[config.mk]
export PLATFORM = sky130hd
export DESIGN_NAME = echo_rr_arbiter
export DESIGN_NICKNAME = d
export VERILOG_FILES = /design/src/rtl/echo_rr_arbiter.sv
export SDC_FILE = /design/constraint.sdc
export NUM_CORES = 1
export LEC_CHECK = 0
export CAP_MARGIN = 20
export CORE_AREA = 2 2 98 100
export DETAILED_ROUTE_END_ITERATION = 7
export DIE_AREA = 0 0 100 102
export GPL_TIMING_DRIVEN = 1
export HOLD_SLACK_MARGIN = 0.08
export PLACE_DENSITY = 0.81
export SYNTH_ARGS = -nofsm -noshare
export SYNTH_HDL_FRONTEND = slang
export SYNTH_SLANG_ARGS = --single-unit
[constraint.sdc]
create_clock -name CLK -period 2.9 [get_ports CLK]
set_clock_uncertainty 0.15 [all_clocks]
set_input_delay 0.58 -clock CLK [delete_from_list [all_inputs] [get_ports CLK]]
set_output_delay 0.58 -clock CLK [all_outputs]
set_load 0.01 [all_outputs]
[src/rtl/echo_rr_arbiter.sv]
// Round-robin arbiter sharing one Echo say/heard method pair between two requesters.
// An in-order tag FIFO records which requester owns each outstanding say so heards are steered back.
module echo_rr_arbiter #(
    parameter int DATA_WIDTH = 32,
    parameter int TAG_DEPTH  = 4,
    parameter int CNT_WIDTH  = 16
) (
    input  logic                         CLK,
    input  logic                         nRST,
    input  logic                         req0_say__ENA,
    input  logic [DATA_WIDTH-1:0]        req0_say_v,
    output logic                         req0_say__RDY,
    input  logic                         req1_say__ENA,
    input  logic [DATA_WIDTH-1:0]        req1_say_v,
    output logic                         req1_say__RDY,
    output logic                         echo_say__ENA,
    output logic [DATA_WIDTH-1:0]        echo_say_v,
    input  logic                         echo_say__RDY,
    input  logic                         echo_heard__ENA,
    input  logic [DATA_WIDTH-1:0]        echo_heard_v,
    output logic                         echo_heard__RDY,
    output logic                         req0_heard__ENA,
    output logic [DATA_WIDTH-1:0]        req0_heard_v,
    input  logic                         req0_heard__RDY,
    output logic                         req1_heard__ENA,
    output logic [DATA_WIDTH-1:0]        req1_heard_v,
    input  logic                         req1_heard__RDY,
    output logic [$clog2(TAG_DEPTH):0]   outstanding,
    output logic [CNT_WIDTH-1:0]         grant_count0,
    output logic [CNT_WIDTH-1:0]         grant_count1
);

    localparam int PTR_W = $clog2(TAG_DEPTH);
    localparam int OCC_W = PTR_W + 1;
    localparam logic [OCC_W-1:0] OCC_FULL = OCC_W'(TAG_DEPTH);

    logic                 prio;
    logic [PTR_W-1:0]     wr_ptr;
    logic [PTR_W-1:0]     rd_ptr;
    logic [OCC_W-1:0]     occ;
    logic [TAG_DEPTH-1:0] tag_mem;

    logic base;
    logic grant0;
    logic grant1;
    logic push;
    logic pop;
    logic head;
    logic empty;

    // Only the non-priority guard looks at the other requester's ENA, which keeps ENA->RDY acyclic.
    assign base          = echo_say__RDY & (occ != OCC_FULL);
    assign req0_say__RDY = base & (~prio | ~req1_say__ENA);
    assign req1_say__RDY = base & ( prio | ~req0_say__ENA);

    assign grant0 = req0_say__ENA & req0_say__RDY;
    assign grant1 = req1_say__ENA & req1_say__RDY;
    assign push   = grant0 | grant1;

    assign echo_say__ENA = req0_say__ENA | req1_say__ENA;
    assign echo_say_v    = req0_say__ENA ? req0_say_v :
                           req1_say__ENA ? req1_say_v : '0;

    assign empty           = (occ == '0);
    assign head            = tag_mem[rd_ptr];
    assign echo_heard__RDY = ~empty & (head ? req1_heard__RDY : req0_heard__RDY);
    assign pop             = echo_heard__ENA & echo_heard__RDY;

    assign req0_heard__ENA = echo_heard__ENA & ~head;
    assign req1_heard__ENA = echo_heard__ENA &  head;
    assign req0_heard_v    = echo_heard_v;
    assign req1_heard_v    = echo_heard_v;

    assign outstanding = occ;

    always_ff @(posedge CLK or negedge nRST) begin
        if (!nRST) begin
            prio         <= 1'b0;
            wr_ptr       <= '0;
            rd_ptr       <= '0;
            occ          <= '0;
            grant_count0 <= '0;
            grant_count1 <= '0;
        end else begin
            if (grant0) begin
                prio         <= 1'b1;
                grant_count0 <= grant_count0 + 1'b1;
            end else if (grant1) begin
                prio         <= 1'b0;
                grant_count1 <= grant_count1 + 1'b1;
            end
            if (push) wr_ptr <= wr_ptr + 1'b1;
            if (pop)  rd_ptr <= rd_ptr + 1'b1;
            case ({push, pop})
                2'b10:   occ <= occ + 1'b1;
                2'b01:   occ <= occ - 1'b1;
                default: occ <= occ;
            endcase
        end
    end

    // Tag storage is only read behind a valid occupancy, so it needs no reset.
    always_ff @(posedge CLK) begin
        if (push) tag_mem[wr_ptr] <= grant1;
    end

endmodule

==> results of run 1 <==
cell type report:
type                       instances  area (um2)
fill                             868        4970
multi-input combinational        168        1270
clock inverter                     1        3.75
tap                              111         139
inverter                          11        41.3
clock buffer                       7        76.3
sequential                        44        1120
timing repair buffer             153        1480
registers in the layout, summed over array words and instances, names as in the netlist:
name,cells
grant_count0,16
grant_count1,16
prio,1
tag_mem,4
outstanding,3
rd_ptr,2
wr_ptr,2
cells in the final DEF (no fill, tap or decap), types with 2 or more instances in the layout:
| master | count |
|---|---|
| o21ai_0 | 4 |
| clkdlybuf4s50_1 | 110 |
| xor2_1 | 22 |
| dlygate4sd2_1 | 33 |
| nor4_1 | 6 |
| edfxtp_1 | 4 |
| and4_1 | 3 |
| and2_1 | 7 |
| xnor2_1 | 13 |
| nand4_1 | 9 |
| nor2_1 | 3 |
| inv_1 | 11 |
| o31ai_1 | 2 |
| clkbuf_1 | 2 |
| clkbuf_8 | 5 |
| buf_4 | 7 |
| mux2i_1 | 6 |
| and3_1 | 4 |
| nor3_1 | 11 |
| ha_1 | 7 |
| a22o_1 | 32 |
| nand3_1 | 8 |
| dfrtp_1 | 40 |
| nand2_1 | 14 |
| nor2b_1 | 2 |
worst register-to-register path, stage by stage, from the launching register on:
cell and delay, ps:
dfrtp_1 430, mux2i_1 300, mux2i_1 140, mux2i_1 200, nor2b_1 180, ha_1 190, inv_1 60, fa_1 370
xor2_1 150, nor2_1 110, xor2_1 160
through the flow:
stage                     power [mW]  setup TNS, ps
after CTS                       2.33              0
after global placement          1.94           -958
after floorplan                 1.50              0
final                           2.30              0
after detailed placement        1.98          -1870
after global routing            2.46              0
power by group:
group | switching (mW) | internal (mW) | total, mW
Combinational | 0.444 | 0.570 | 1.01
Clock | 0.193 | 0.168 | 0.361
Sequential | 0.163 | 0.760 | 0.923
worst min-delay path by stage:
stage | startpoint | endpoint | slack [ps]
detailed placement | grant_count1[15] | grant_count1[15] | 310
finish | nRST | rd_ptr[0] | 260
CTS | nRST | rd_ptr[0] | 290
floorplan | nRST | grant_count0[0] | 130
global route | nRST | rd_ptr[0] | 320
global placement | grant_count0[15] | grant_count0[15] | 310
repair_timing:
item | in CTS | in global routing
endpoints found under the hold margin | 0 | 0
gates resized for setup | 34 | 1
endpoints found under the setup margin | 32 | 1
metal layers:
metal | wire, um | GRT usage [%]
met5 | 0 | 0
met4 | 91 | 4.00
met3 | 979 | 7.39
met2 | 4720 | 31.0
met1 | 3820 | 21.8
kinds of logic (layout without fill, tap and decap cells):
| logic type | count (synthesis) | in the layout | synth area share (%) |
|---|---|---|---|
| flip-flops | 44 | 44 | 37.8 |
| AO/OA/AOI/OAI | 40 | 40 | 11.1 |
| buffers and inverters | 86 | 172 | 19.4 |
| XOR/XNOR | 35 | 35 | 10.3 |
| adder cells (fa/ha/maj) | 8 | 8 | 3.63 |
| AND/OR/NAND/NOR | 76 | 76 | 14.5 |
| multiplexers | 9 | 9 | 3.25 |
==> key figures, run 1 <==
Cells and area
  • Post-route design area: 0.00414 mm2
  • Nets@finish: 495
  • Fin util: 45.4%
  • Share of layout cells above drive strength 1: 5.73%
  • Antenna Cells: 0
  • Final Instance Count excl. Fillers: 495
  • Layout area overhead: 39.5%

Die
  • Initial Utilization: 32.5%
  • Top Ports: 241
  • Row Count: 35
  • Total die area: 0.0102 mm2
  • Die Y-Extent: 102 um
  • Core Footprint: 0.00911 mm2
  • Die width: 100 um

Global routing
  • First-pass GRT wire length: 14200 um
  • Largest net degree at the start of global routing: 41
  • Total grt overflow: 0
  • GRT Total Usage: 18.2%
  • Number of global-route vias before repair: 2514
  • Antenna violations before repair: 0

Setup path
  • CP startpoint kind: primary input
  • Worst path top cell family by delay: buffers and inverters
  • Crit end category: output pin
  • CP Buf/Inv Count: 4
  • FF-to-FF Start: rd_ptr[1]
  • CP required: 2170 ps
  • WP depth: 5
  • CP Cell Sequence: clkdlybuf4s50_1 -> buf_4 -> or2_2 -> buf_4 -> clkdlybuf4s50_1
  • Crit Path Category: primary input to output pin
  • WP data arrival: 2130 ps
  • R2R Path End: outstanding[2]
  • Crit-path max cell delay: 490 ps
  • Worst Setup EP: echo_say__ENA
  • CP Max Fanout: 7
  • R2R Setup Slk: 400 ps
  • Slowest-stage cell, CP: clkdlybuf4s50_1
  • Path depth of the worst reg2reg path: 10
  • Critical Path Start: req1_say__ENA

Drt
  • Vias per cell: 4.98
  • Routed WL: 9610 um
  • Via count: 2466
  • DR WL/cell: 19.4 um
  • Initial DRC count: 83
  • DR DRC count: 0
  • Post-route ant nets: 0
  • DRT Pass-1 Iters: 4

Synth
  • Cells after Synth: 298
  • Post-synth top cells: buf_4, dfrtp_1, a22o_1
  • Syn_nets: 410
  • Yosys warns: 0
  • Synthesized area per cell: 9.95 um2
  • Yosys reg bits: 44
  • Post-synth EDFFs: 4
  • Cell area after synthesis: 0.00296 mm2
  • Post-synth ARST share: 90.9%
  • Most numerous cell in the Yosys netlist: buf_4
  • Synth top area cells: dfrtp_1, buf_4, a22o_1, xor2_1, edfxtp_1
  • Synth cell types: 37
  • Largest area contributor in the netlist: dfrtp_1
  • Post-synth top flop: dfrtp_1
  • Top-area cell type share of the netlist area: 33.8%
  • Sequential share of the synthesized area: 37.8%

CTS
  • Clk Latency, worst-skew pair: 290 ps
  • Number of setup buffers added after CTS: 0
  • Cts hold-fix bufs: 0
  • CTS sink cnt: 44
  • Number of H-tree levels: 2
  • CTS tree: done
  • Root Buffer: clkbuf_8
  • CTS Buf Count: 5
  • Bufs on Longest Clock Path: 2
  • Clk pin slew, worst setup/hold paths: 80 ps

Timing
  • Fmax: 0.350 GHz
  • Final Critical Period: 2860 ps
  • RSZ-0062 raised after global routing: false
  • Period utilisation layout: 98.5%
  • Final hold viol count: 0
  • Final Max Slew Viols: 0
  • Final setup violation count: 0
  • Worst setup margin: 43.7 ps
  • Worst Tran Pin Value: 893 ps
  • Hold slack: 257 ps
  • Relative max-transition margin: 40.4%

Place
  • Number of port buffers: 144
  • Final Wtd Congestion: 0.893
  • Detailed Place HPWL: 7640 um
  • Placed Area: 0.00409 mm2
  • Setup WS pre-CTS: -115 ps
  • DP Cell Count: 487

Min path
  • Min-Delay Path Class: primary input to async pin

Status
  • Status: finished, final reports clean

Power and ir drop
  • P_leak: 1.88 nW
  • Cell Pwr Density: 556 mW/mm2
  • VDD IR max: 0.000253 V

Flow run
  • Max cap viols: 0
Power figures use the tool's default switching activity.
==> run 2, diff against run 1 <==
- CTS_CLUSTER_SIZE: not set -> 30
==> results of run 2 <==
No change in the layout: final DEF, timing and power equal those of run 1.
==> run 3, diff against run 2 <==
- GPL_ROUTABILITY_DRIVEN: not set -> 0
==> key figures, run 3 (synthesis results as in run 1) <==
Status
  • Status: finished, final reports clean (unchanged)

Cells and area
  • Nets@finish: 495 (unchanged)
  • Post-route design area: 0.00421 mm2 (was 0.00414 mm2)
  • Antenna Cells: 0 (unchanged)
  • Layout area overhead: 42.0% (was 39.5%)
  • Commonest non-fill, non-tap cell in the layout: clkdlybuf4s50_1 (unchanged)
  • Top flop regs: grant_count0: 16 flops, grant_count1: 16 flops, tag_mem: 4 flops (unchanged)
  • Commonest non-fill, non-tap cells in the layout: clkdlybuf4s50_1, dfrtp_1, a22o_1, dlygate4sd2_1, xor2_1 (was clkdlybuf4s50_1, dfrtp_1, dlygate4sd2_1)
  • Share of layout cells above drive strength 1: 6.77% (was 5.73%)
  • Fin util: 46.2% (was 45.4%)
  • Final Instance Count excl. Fillers: 495 (unchanged)

Place
  • Setup WS pre-CTS: -116 ps (was -115 ps)
  • Detailed Place HPWL: 7620 um (was 7640 um)
  • Placed Area: 0.00409 mm2 (unchanged)
  • Number of port buffers: 144 (unchanged)
  • DP Cell Count: 487 (unchanged)

Drt
  • Vias per cell: 5.00 (was 4.98)
  • DRT Pass-1 Iters: 4 (unchanged)
  • DR DRC count: 0 (unchanged)
  • Post-route ant nets: 0 (unchanged)
  • Routed WL: 9530 um (was 9610 um)
  • Initial DRC count: 129 (was 83)
  • Via count: 2473 (was 2466)
  • DR WL/cell: 19.3 um (was 19.4 um)

Timing
  • Hold slack: 257 ps (about the same)
  • Fmax: 0.350 GHz (about the same)
  • Period utilisation layout: 98.4% (was 98.5%)
  • Worst Tran Pin Value: 884 ps (was 893 ps)
  • Worst setup margin: 45.5 ps (was 43.7 ps)
  • Relative max-transition margin: 41.1% (was 40.4%)
  • Final hold viol count: 0 (unchanged)
  • Final Max Slew Viols: 0 (unchanged)
  • RSZ-0062 raised after global routing: false (unchanged)
  • Final setup violation count: 0 (unchanged)
  • Final Critical Period: 2850 ps (was 2860 ps)

CTS
  • Cts hold-fix bufs: 0 (unchanged)
  • Root Buffer: clkbuf_8 (unchanged)
  • CTS Buf Count: 5 (unchanged)
  • Bufs on Longest Clock Path: 2 (unchanged)
  • Number of H-tree levels: 2 (unchanged)
  • Clk pin slew, worst setup/hold paths: 90 ps (was 80 ps)
  • CTS sink cnt: 44 (unchanged)
  • CTS tree: done (unchanged)
  • Clk Latency, worst-skew pair: 300 ps (was 290 ps)

Die
  • Total die area: 0.0102 mm2 (unchanged)
  • Initial Utilization: 32.5% (unchanged)
  • Top Ports: 241 (unchanged)
  • Die Y-Extent: 102 um (unchanged)
  • Core Footprint: 0.00911 mm2 (unchanged)
  • Row Count: 35 (unchanged)
  • Die width: 100 um (unchanged)

Setup path
  • Crit-path max cell delay: 490 ps (about the same)
  • Slowest-stage cell, CP: clkdlybuf4s50_1 (unchanged)
  • WP data arrival: 2120 ps (was 2130 ps)
  • CP Cell Sequence: clkdlybuf4s50_1 -> buf_4 -> or2_2 -> buf_4 -> clkdlybuf4s50_1 (unchanged)
  • R2R Setup Slk: 380 ps (was 400 ps)
  • Crit Path Category: primary input to output pin (unchanged)
  • CP required: 2170 ps (about the same)
  • Crit end category: output pin (unchanged)
  • CP Max Fanout: 7 (unchanged)
  • CP startpoint kind: primary input (unchanged)

Power and ir drop
  • Cell Pwr Density: 604 mW/mm2 (was 556 mW/mm2)
  • VDD IR max: 0.000301 V (was 0.000253 V)
  • P_leak: 1.91 nW (was 1.88 nW)

Global routing
  • First-pass GRT wire length: 14100 um (was 14200 um)
  • Largest net degree at the start of global routing: 41 (unchanged)
  • Number of global-route vias before repair: 2456 (was 2514)
  • GRT Total Usage: 18.1% (was 18.2%)
  • Total grt overflow: 0 (unchanged)
  • Antenna violations before repair: 0 (unchanged)

Min path
  • Min-Delay Path Class: primary input to async pin (unchanged)

Flow run
  • Max cap viols: 0 (unchanged)
==> run 3: report_power, final <==
group | leakage (nW) | internal, mW | switching, mW
Combinational | 1.29 | 0.572 | 0.446
Sequential | 0.546 | 0.761 | 0.160
Clock | 0.0765 | 0.396 | 0.208
Total | 1.91 | 1.73 | 0.814
==> run 3: critical path: cells and delay by family <==
family	cells	cell delay [ps]
and+or+nand+nor	1	300
buffers and inverters	4	1230
==> run 3: cell type report <==
| type | count | area [um2] |
|---|---|---|
| clock buffer | 6 | 93.8 |
| clock inverter | 2 | 60.1 |
| fill | 862 | 4900 |
| inverter | 11 | 41.3 |
| multi-input combinational | 168 | 1270 |
| sequential | 44 | 1120 |
| tap | 111 | 139 |
| timing repair buffer | 153 | 1480 |
==> run 3: stage by stage <==
step | power [mW] | TNS (ps)
6_report | 2.54 | 0
5_1_grt | 2.70 | 0
4_1_cts | 2.57 | 0
3_5_place_dp | 1.98 | -2000
3_3_place_gp | 1.94 | -1430
2_1_floorplan | 1.50 | 0
==> run 3: worst paths after layout <==
kind / end / start / cells past startpoint
worst max-delay path: echo_say__ENA / req1_say__ENA / 5
worst min-delay path: grant_count0[14] / nRST / 1
worst max register to register: outstanding[2] / rd_ptr[1] / 10
worst min register to register: grant_count1[15] / grant_count1[15] / 1
max in group asynchronous: rd_ptr[1] / nRST / 1
min in group CLK: grant_count1[15] / grant_count1[15] / 1
==> run 3: routing by layer <==
| metal | share of wire (%) | GRT usage, % |
|---|---|---|
| met5 | 0 | 0 |
| met4 | 1.7 | 4.43 |
| met3 | 10 | 7.11 |
| met2 | 48 | 29.7 |
| met1 | 40 | 22.6 |
==> run 3: what timing repair did <==
action                     CTS  global route
setup endpoints to repair   32             1
gates resized for setup     32             2
setup buffers                0             0
